File: config.mk
export PLATFORM = sky130hd
export DESIGN_NAME = hcsr04_meas_sched
export DESIGN_NICKNAME = d
export VERILOG_FILES = /design/src/rtl/hcsr04_meas_sched.sv
export SDC_FILE = /design/constraint.sdc
export NUM_CORES = 1
export LEC_CHECK = 0
export CAP_MARGIN = 20
export CORE_UTILIZATION = 69
export DETAILED_ROUTE_END_ITERATION = 6
export DONT_BUFFER_PORTS = 1
export PLACE_DENSITY = 0.92
export SYNTH_ARGS = -nofsm -noshare
export SYNTH_HDL_FRONTEND = slang
export SYNTH_SLANG_ARGS = --single-unit
File: constraint.sdc
create_clock -name clk -period 5.09 [get_ports clk]
set_input_delay 1.2725 -clock clk [delete_from_list [all_inputs] [get_ports clk]]
set_output_delay 1.2725 -clock clk [all_outputs]
set_load 0.01 [all_outputs]
File: src/rtl/hcsr04_meas_sched.sv
// HC-SR04 measurement scheduler: periodic start, echo capture with timeout,
// 4-sample moving average, proximity flag.
module hcsr04_meas_sched #(
  parameter int PERIOD_CYC  = 6000000,
  parameter int TIMEOUT_CYC = 4000000,
  parameter int MAX_MM      = 4000,
  parameter int NEAR_MM     = 300
) (
  input  logic        clk,
  input  logic        rst,
  input  logic        en,
  input  logic        meas_val,
  input  logic [11:0] meas_dist,
  output logic        start,
  output logic [11:0] avg_dist,
  output logic        avg_valid,
  output logic        avg_upd,
  output logic        near,
  output logic        no_echo,
  output logic        range_err
);

  localparam int PW = $clog2(PERIOD_CYC);
  localparam int TW = $clog2(TIMEOUT_CYC);
  localparam logic [PW-1:0] P_LAST = PW'(PERIOD_CYC - 1);
  localparam logic [PW-1:0] P_ONE  = PW'(1);
  localparam logic [TW-1:0] T_LAST = TW'(TIMEOUT_CYC - 1);
  localparam logic [TW-1:0] T_ONE  = TW'(1);
  localparam logic [11:0]   MAX_D  = 12'(MAX_MM);
  localparam logic [11:0]   NEAR_D = 12'(NEAR_MM);

  typedef enum logic [1:0] {
    IDLE,
    START,
    WAIT,
    GAP
  } state_e;

  state_e           state_q, state_d;
  logic [PW-1:0]    pcnt_q, pcnt_d;
  logic [TW-1:0]    tcnt_q, tcnt_d;
  logic [3:0][11:0] w_q, w_d;
  logic [13:0]      sum_q, sum_d;
  logic [2:0]       fill_q, fill_d;
  logic             pend_q, pend_d;
  logic [11:0]      avg_q, avg_d;
  logic             valid_q, valid_d;
  logic             upd_q, upd_d;
  logic             near_q, near_d;
  logic             rerr_q, rerr_d;
  logic             hit;

  always_comb begin
    state_d = state_q;
    pcnt_d  = pcnt_q;
    tcnt_d  = tcnt_q;
    w_d     = w_q;
    sum_d   = sum_q;
    fill_d  = fill_q;
    pend_d  = 1'b0;
    avg_d   = avg_q;
    valid_d = valid_q;
    near_d  = near_q;
    upd_d   = pend_q;
    rerr_d  = 1'b0;
    start   = 1'b0;
    no_echo = 1'b0;
    hit     = 1'b0;

    // running sum already holds the new sample one edge after capture
    if (pend_q) begin
      avg_d   = sum_q[13:2];
      valid_d = (fill_q == 3'd4);
      near_d  = (fill_q == 3'd4) && (sum_q[13:2] < NEAR_D);
    end

    unique case (state_q)
      IDLE: begin
        if (en) state_d = START;
      end
      START: begin
        start   = 1'b1;
        pcnt_d  = P_ONE;
        tcnt_d  = '0;
        state_d = en ? WAIT : IDLE;
      end
      WAIT: begin
        pcnt_d = pcnt_q + P_ONE;
        tcnt_d = tcnt_q + T_ONE;
        if (meas_val) begin
          hit     = 1'b1;
          state_d = GAP;
        end else if (tcnt_q == T_LAST) begin
          no_echo = 1'b1;
          state_d = GAP;
        end
        if (!en) state_d = IDLE;
      end
      GAP: begin
        pcnt_d = pcnt_q + P_ONE;
        if (pcnt_q == P_LAST) state_d = en ? START : IDLE;
        else if (!en)         state_d = IDLE;
      end
      default: state_d = IDLE;
    endcase

    if (hit) begin
      if (meas_dist > MAX_D) begin
        rerr_d = 1'b1;
      end else begin
        w_d    = {w_q[2:0], meas_dist};
        sum_d  = sum_q + {2'b00, meas_dist} - {2'b00, w_q[3]};
        fill_d = (fill_q == 3'd4) ? 3'd4 : fill_q + 3'd1;
        pend_d = 1'b1;
      end
    end
  end

  always_ff @(posedge clk or negedge rst) begin
    if (!rst) begin
      state_q <= IDLE;
      pcnt_q  <= '0;
      tcnt_q  <= '0;
      w_q     <= '0;
      sum_q   <= '0;
      fill_q  <= '0;
      pend_q  <= 1'b0;
      avg_q   <= '0;
      valid_q <= 1'b0;
      upd_q   <= 1'b0;
      near_q  <= 1'b0;
      rerr_q  <= 1'b0;
    end else begin
      state_q <= state_d;
      pcnt_q  <= pcnt_d;
      tcnt_q  <= tcnt_d;
      w_q     <= w_d;
      sum_q   <= sum_d;
      fill_q  <= fill_d;
      pend_q  <= pend_d;
      avg_q   <= avg_d;
      valid_q <= valid_d;
      upd_q   <= upd_d;
      near_q  <= near_d;
      rerr_q  <= rerr_d;
    end
  end

  assign avg_dist  = avg_q;
  assign avg_valid = valid_q;
  assign avg_upd   = upd_q;
  assign near      = near_q;
  assign range_err = rerr_q;

endmodule

==> metrics.cfg, run 1 <==
[worst_setup_path]
regToRegSetupSlack_ps = 2070
worstSetupPathType = in -> reg
crit_start = meas_dist[1]
path_depth = 10
path_delay_family = compound AO/OA/AOI/OAI gates
crit_end = sum_q[12]
critical_path_buf_inv_count = 2
rr_startpoint = w_q[37]
crit_path_end_kind = flip-flop
crit_chain = inv_1, fa_1, inv_1, fa_1, a211oi_1, o21bai_1, a221oi_1, o21ai_0, xnor2_1, o21ai_0
start_kind = input pin
slowest_stage = fa_1
crit_arrival_ps = 3800
r2r_cells = 9
critPathMaxFanout = 3
critical_path_required_ps = 5460
r2r-end = sum_q[12]
slowest_delay_ps = 530

[power]
p_clk_share_pct = 28.1
power.density_nw_per_um2 = 652
max-vdd-ir-drop_mv = 0.310
p_seq_share_pct = 32.5
internal-power_uw = 2880
cellLeakagePower_uw = 0.00353
switching_share_pct = 39.4
p_comb_share_pct = 39.5
switching_power_uw = 1870

[floorplanning]
fp.dieH_um = 99.5
start_util_pct = 70.9
die_w_um = 99.5
pin_count = 34
core_um2 = 9240
rows = 35
dieArea_um2 = 9890

[timing]
finClkSkew_ps = 7.75
worst_slack_ps = 1660
final_max_slew_viol_count = 0
post-route-min-period_ps = 3430
max_freq_mhz = 292
relSlewSlack_pct = 48.9
finalHoldViolations = 0
fin_crit_sh_pct = 67.4
rsz0062_at_grt = false
whs_ps = 445
setup_viol = 0
worstMarginPinSlew_ps = 765
finalSetupTns_ps = 0

[clock_network]
cts_resized = 0
cts-hold-fix-buffers = 0
cts_root_buf = clkbuf_8
cts_buffers = 17
cts_tree = done
clock_path_buffers = 2
htreeDepth = 4
clk_latency_ps = 520
cts_setup_buffers = 0
clkTransAtPathRegs_ps = 60
cts.sink_count = 129

[global_routing]
grt_max_degree = 130
gr-usage-all-layers_pct = 34.1
antenna_found_initial = 0
grt_pass1_vias = 5190
gr-total-overflow = 0
grt_pass1_wl_mm = 25.8

[final_layout]
area_delta_synth_final_pct = 11.2
fill_cells = 469
multi_input_area_um2 = 2960
fin_nets = 755
drive_gt1_share_pct = 8.38
diodes = 0
finalNonFillerCells = 845
regArea_um2 = 3230

[synthesis]
synth_area_um2 = 6560
synth-seq-area-share_pct = 49.2
synthesis.nets = 757
ys_ff_latch = 129
synthCells = 705
synth.distinct_cells = 53
yosysWarnings = 0
synthTopCellsByArea = dfrtp_1, nand2_1, ha_1, inv_1, fa_1
yosys.area.top_type = dfrtp_1
synth-edff-count = 0
ys.flop_type = dfrtp_1
synth_top_area_share_pct = 49.2
yosysMostFrequentCell = nand2_1
yosys-top-cells-count = nand2_1, dfrtp_1, inv_1
async_flop_share_pct = 100
syn_avg_cell_area_um2 = 9.30

[drt]
route.detailed.drc = 0
drtAntennaViolNets = 0
post_drt_wl_per_cell_um = 18.4
drt_iter0_markers = 434
vias = 5309
wl_mm = 15.6
vias_per_cell = 6.28
dr.pass1.iters = 5

[place]
place.gp.congestion = 0.869
numPlacedInstances = 812
hpwl_mm = 8.97
port_buffers = 0
pre_cts_slack_ps = 1240

[job]
maxCapViolations = 0

[status]
status = finished, final reports clean

[hold_path]
min_path_type = in -> async

-- area by class of cell --
class | instances | area share, %
Sequential cell | 129 | 44.3
Timing Repair Buffer | 4 | 0.412
Clock inverter | 13 | 2.87
Clock buffer | 19 | 6.06
Inverter | 69 | 3.55
Tap cell | 129 | 2.21
Multi-Input combinational cell | 482 | 40.6
-- power by group through the flow --
stage	combinational (µW)	clock, µW	sequential (µW)
detailed placement	1710	0	1540
CTS	1820	1330	1530
global route	2050	1390	1560
floorplan	1350	0	1470
global placement	1550	0	1520
finish	1870	1330	1540
-- flip-flops by register name (all words and copies together), names as in the netlist, 2 cells and up --
register  cells
sum_q        14
state_q       2
fill_q        3
tcnt_q       22
pcnt_q       23
avg_dist     12
w_q          48
-- routing by layer --
| layer | global-route usage (%) | vias up | wire, µm |
|---|---|---|---|
| li1 | - | 2311 | - |
| met1 | 42.4 | 2611 | 6040 |
| met2 | 56.4 | 310 | 7790 |
| met3 | 9.49 | 77 | 1160 |
| met4 | 15.2 | 0 | 599 |
| met5 | 0 | - | 0 |
-- placed cells by master (no fill, tap or decap), types with 5 or more instances in the layout --
cell,netlist,routed
fa_1,12,12
mux2_2,13,13
a21oi_1,18,18
clkinvlp_4,0,6
nor2b_1,5,5
a21o_1,7,6
inv_1,69,69
dfrtp_1,129,129
ha_1,24,24
o21ai_0,46,46
clkbuf_16,0,16
nand3_1,20,20
nand2_1,171,171
xor2_1,23,23
bufinv_16,0,5
and3_1,9,9
nand4_1,15,15
nor2_1,44,44
nor4_1,6,6
xnor2_1,17,17
-- worst min-delay path by stage --
stage               slack, ps         end    start
finish                    440  tcnt_q[14]      rst
CTS                       430  tcnt_q[14]      rst
global route              420  tcnt_q[17]      rst
floorplan                 350     avg_upd   pend_q
global placement          450     w_q[22]  w_q[10]
detailed placement        450     w_q[41]  w_q[29]
-- logic make-up (layout without fill, tap and decap cells) --
family / count (synthesis) / count (layout) / share of synthesized area [%]
AO/OA/AOI/OAI: 91 / 91 / 8.23
flip-flops: 129 / 129 / 49.2
XOR/XNOR: 40 / 40 / 5.34
buffers and inverters: 94 / 105 / 5.69
multiplexers: 16 / 16 / 2.69
AND/OR/NAND/NOR: 299 / 299 / 20.6
adder cells (fa/ha/maj): 36 / 36 / 8.25
-- stage by stage --
stage / utilization, % / total power (µW) / cell area [µm²]
2_1_floorplan: - / 2830 / 6560
3_3_place_gp: 71.8 / 3070 / 6630
3_5_place_dp: 71.8 / 3250 / 6630
4_1_cts: 78.8 / 4690 / 7280
5_1_grt: 78.9 / 5000 / 7290
6_report: 78.9 / 4750 / 7290
Power figures use the tool's default switching activity.
==> run 2: changes to the inputs <==
--- a/config.mk
+++ b/config.mk
@@ -6,10 +6,10 @@
 export NUM_CORES = 1
 export LEC_CHECK = 0
 export CAP_MARGIN = 20
-export CORE_UTILIZATION = 69
+export CORE_UTILIZATION = 64
 export DETAILED_ROUTE_END_ITERATION = 6
 export DONT_BUFFER_PORTS = 1
-export PLACE_DENSITY = 0.92
+export PLACE_DENSITY = 0.87
 export SYNTH_ARGS = -nofsm -noshare
 export SYNTH_HDL_FRONTEND = slang
 export SYNTH_SLANG_ARGS = --single-unit
==> constraint.sdc (replaced) <==
create_clock -name clk -period 3.2 [get_ports clk]
set_input_delay 0.8 -clock clk [delete_from_list [all_inputs] [get_ports clk]]
set_output_delay 0.8 -clock clk [all_outputs]
set_load 0.01 [all_outputs]
==> metrics.cfg, run 2 (synthesis results as in run 1) <==
[status]
status = complete, but fails checks
violations = negative hold slack

[worst_setup_path]
crit_path_end_kind = output port
critPathMaxFanout = 6
slowest_delay_ps = 550
start_kind = flip-flop
crit_arrival_ps = 2140
crit_chain = or4_1, nor4_1, nor2b_1
regToRegSetupSlack_ps = 310
r2r-end = sum_q[12]
crit_start = tcnt_q[8]
r2r_cells = 9
critical_path_required_ps = 2400
slowest_stage = or4_1
worstSetupPathType = reg -> out
rr_startpoint = w_q[37]

[timing]
final_max_slew_viol_count = 0
finalHoldViolations = 129
whs_ps = -37.6
post-route-min-period_ps = 2940
setup_viol = 0
finClkSkew_ps = 12.2
fin_crit_sh_pct = 91.9
rsz0062_at_grt = false
relSlewSlack_pct = 41.7
max_freq_mhz = 340
worstMarginPinSlew_ps = 866

[clock_network]
cts_tree = done
htreeDepth = 4
cts.sink_count = 129
cts_root_buf = clkbuf_8
clock_path_buffers = 2
cts_buffers = 17
clkTransAtPathRegs_ps = 60
clk_latency_ps = 540

[drt]
vias_per_cell = 5.94
post_drt_wl_per_cell_um = 17.1
vias = 5096
dr.pass1.iters = 5
drtAntennaViolNets = 0
wl_mm = 14.7
route.detailed.drc = 0
drt_iter0_markers = 293

[final_layout]
largest_reg_flops = 48
drive_gt1_share_pct = 9.66
largestRegisters = w_q (48), pcnt_q (23), tcnt_q (22)
area_delta_synth_final_pct = 11.6
top_register = w_q
fin_nets = 764
most-common-layout-cells = nand2_1, dfrtp_1, inv_1
finalNonFillerCells = 858
final_common_cell = nand2_1
diodes = 0

[power]
power.density_nw_per_um2 = 1020
power_uw = 7450
internal-power_uw = 4500
max-vdd-ir-drop_mv = 0.584
p_seq_share_pct = 32.8
p_clk_share_pct = 25.2
cellLeakagePower_uw = 0.00355
switching_power_uw = 2950
p_comb_share_pct = 41.9
switching_share_pct = 39.6

[floorplanning]
core_um2 = 9860
dieArea_um2 = 10700
rows = 36
pin_count = 34
fp.dieH_um = 103
start_util_pct = 66.5
die_w_um = 103

[global_routing]
grt_pass1_vias = 5154
gr-usage-all-layers_pct = 30.5
grt_max_degree = 130
antenna_found_initial = 0
grt_pass1_wl_mm = 24.3
gr-total-overflow = 0

[place]
hpwl_mm = 9.07
port_buffers = 0
place.gp.congestion = 0.864
numPlacedInstances = 826

[hold_path]
min_path_type = in -> async

[job]
maxCapViolations = 0

==> run 2: layer usage <==
layer	global-route usage (%)	share of wire (%)	vias up
met3	7.93	5.2	52
met4	15.6	3.6	0
met1	37.2	40	2519
li1	-	-	2324
met2	50.7	51	201
met5	0	0	-
==> run 2: worst max-delay path: cells and delay by family, from the launching register on <==
| family | cells | cell delay (ps) |
|---|---|---|
| flip-flops | 1 | 430 |
| AND/OR/NAND/NOR | 3 | 1180 |
==> run 2: stage by stage <==
step / area, µm² / TNS, ps / utilization (%) / hold WS [ps] / setup WS (ps)
2_1_floorplan: 6560 / 0 / - / 352 / 74.8
3_3_place_gp: 6720 / 0 / 68.2 / 446 / 22.5
3_5_place_dp: 6720 / -176 / 68.2 / 448 / -114
4_1_cts: 7300 / 0 / 74.0 / -56.8 / 125
5_1_grt: 7310 / 0 / 74.2 / -62.6 / 96.3
6_report: 7310 / 0 / 74.2 / -37.6 / 260
==> run 2: power groups by stage <==
stage / clock network [µW] / registers, µW / logic, µW
floorplan: 0 / 2340 / 2150
global route: 1970 / 2500 / 3470
global placement: 0 / 2420 / 2670
finish: 1880 / 2450 / 3120
detailed placement: 0 / 2450 / 2880
CTS: 1900 / 2440 / 3040
==> run 2: layout make-up <==
type | count | area (µm²)
Clock buffer | 20 | 445
Clock inverter | 12 | 134
Fill cell | 626 | 2550
Inverter | 69 | 259
Multi-Input combinational cell | 482 | 2970
Sequential cell | 129 | 3230
Tap cell | 133 | 166
Timing Repair Buffer | 13 | 110
==> run 2: worst max-delay path by stage <==
stage                end  slack (ps)
6_report         no_echo         260
5_1_grt        sum_q[12]         100
4_1_cts        sum_q[12]         130
3_5_place_dp   sum_q[12]        -110
3_3_place_gp   sum_q[12]          20
2_1_floorplan  sum_q[12]          70
==> run 2: timing repair <==
action	in CTS	in global routing
hold endpoints to repair	129	129
setup endpoints to repair	0	1
resized for setup	0	2
setup buffers	0	0
==> run 3: changes to the inputs <==
--- a/config.mk
+++ b/config.mk
@@ -6,10 +6,10 @@
 export NUM_CORES = 1
 export LEC_CHECK = 0
 export CAP_MARGIN = 20
-export CORE_UTILIZATION = 64
+export CORE_UTILIZATION = 58
 export DETAILED_ROUTE_END_ITERATION = 6
 export DONT_BUFFER_PORTS = 1
-export PLACE_DENSITY = 0.87
+export PLACE_DENSITY = 0.83
 export SYNTH_ARGS = -nofsm -noshare
 export SYNTH_HDL_FRONTEND = slang
 export SYNTH_SLANG_ARGS = --single-unit
==> constraint.sdc (replaced) <==
create_clock -name clk -period 2.64 [get_ports clk]
set_input_delay 0.66 -clock clk [delete_from_list [all_inputs] [get_ports clk]]
set_output_delay 0.66 -clock clk [all_outputs]
set_load 0.01 [all_outputs]
==> metrics.cfg, run 3 (synthesis results as in run 1) <==
[status]
status = complete, but fails checks
violations = negative hold slack

[worst_setup_path]
crit_arrival_ps = 1900
r2r-end = sum_q[11]
critical_path_required_ps = 1980
r2r_cells = 10
regToRegSetupSlack_ps = 180
crit_end = no_echo
slowest_stage = or4_1
crit_chain = or4_1, nor4_4, nor2b_4
critPathMaxFanout = 6
start_kind = flip-flop
worstSetupPathType = reg -> out
slowest_delay_ps = 610
rr_startpoint = w_q[39]
crit_start = tcnt_q[8]
crit_path_end_kind = output port

[final_layout]
area_delta_synth_final_pct = 15.0
diodes = 0
fill_cells = 832
regArea_um2 = 3230
largest_reg_flops = 48
fin_util_pct = 68.9
final_common_cell = nand2_1
fin_nets = 783
drive_gt1_share_pct = 13.3
multi_input_area_um2 = 3100
finalNonFillerCells = 882
top_register = w_q
most-common-layout-cells = nand2_1, dfrtp_1, inv_1
largestRegisters = w_q (48), pcnt_q (23), tcnt_q (22)

[place]
place.gp.congestion = 0.905
numPlacedInstances = 851
hpwl_mm = 9.13
port_buffers = 0

[job]
maxCapViolations = 0

[timing]
finalHoldViolations = 129
worstMarginPinSlew_ps = 707
whs_ps = -59.6
post-route-min-period_ps = 2560
max_freq_mhz = 390
final_max_slew_viol_count = 0
fin_crit_sh_pct = 97.1
finalSetupTns_ps = 0
relSlewSlack_pct = 52.9
setup_viol = 0
finClkSkew_ps = 10.8

[power]
power.density_nw_per_um2 = 1230
max-vdd-ir-drop_mv = 0.751
cellLeakagePower_uw = 0.00365

[floorplanning]
pin_count = 34
rows = 38
fp.dieH_um = 108
die_w_um = 108
start_util_pct = 59.9
core_um2 = 10900
dieArea_um2 = 11700

[drt]
drtAntennaViolNets = 0
vias_per_cell = 5.54
wl_mm = 13.4
drt_iter0_markers = 278
dr.pass1.iters = 4
post_drt_wl_per_cell_um = 15.2
route.detailed.drc = 0
vias = 4889

[global_routing]
grt_max_degree = 130
gr-total-overflow = 0
gr-usage-all-layers_pct = 25.6
grt_pass1_vias = 5006
grt_pass1_wl_mm = 22.9
antenna_found_initial = 0

[clock_network]
cts.sink_count = 129
clock_path_buffers = 2
cts_root_buf = clkbuf_16
htreeDepth = 4
clk_latency_ps = 420
cts_buffers = 17
clkTransAtPathRegs_ps = 60
cts_tree = done

[hold_path]
min_path_type = in -> async

## run 3: through the flow
step	setup slack, ps	cell area, µm²	power, µW
finish	75.8	7540	9260
global route	-9.18	7540	9970
CTS	1.03	7520	9220
detailed placement	-124	6980	7070
global placement	-79.4	6980	6830
floorplan	-1.45	6670	5880
## run 3: layer usage
metal / global-route usage [%] / vias to the layer above / share of wire (%)
met5: 0 / - / 0
met4: 8.78 / 0 / 1.3
met3: 6.51 / 18 / 3.9
met2: 44.4 / 89 / 52
met1: 31.0 / 2416 / 43
li1: - / 2366 / -
## run 3: layout make-up
type | count | area share [%]
Clock buffer | 25 | 6.57
Clock inverter | 5 | 0.398
Inverter | 69 | 3.44
Multi-Input combinational cell | 482 | 41.1
Sequential cell | 129 | 42.8
Tap cell | 140 | 2.32
Timing Repair Buffer | 32 | 3.35
## run 3: worst min-delay path by stage
| stage | to | slack (ps) | cells after the start |
|---|---|---|---|
| global placement | tcnt_q[16] | 370 | 0 |
| CTS | avg_dist[1] | -80 | 0 |
| global route | tcnt_q[15] | -80 | 0 |
| floorplan | avg_upd | 350 | 0 |
| detailed placement | tcnt_q[16] | 370 | 0 |
| finish | tcnt_q[14] | -60 | 0 |
## run 3: power by group
part	internal, µW	switching, µW
logic	1990	2240
clock network	1280	792
registers	2510	445
total	5780	3480
## run 3: worst max-delay path: cells and delay by family (launching register included)
family / cells / cell delay, ps
simple gates: 3 / 1070
flops: 1 / 430
## run 3: what timing repair did
item | CTS | global route
pin swaps | 0 | 2
endpoints found under the setup margin | 1 | 2
hold endpoints to repair | 129 | 129
setup buffers | 0 | 1
gates resized for setup | 3 | 2
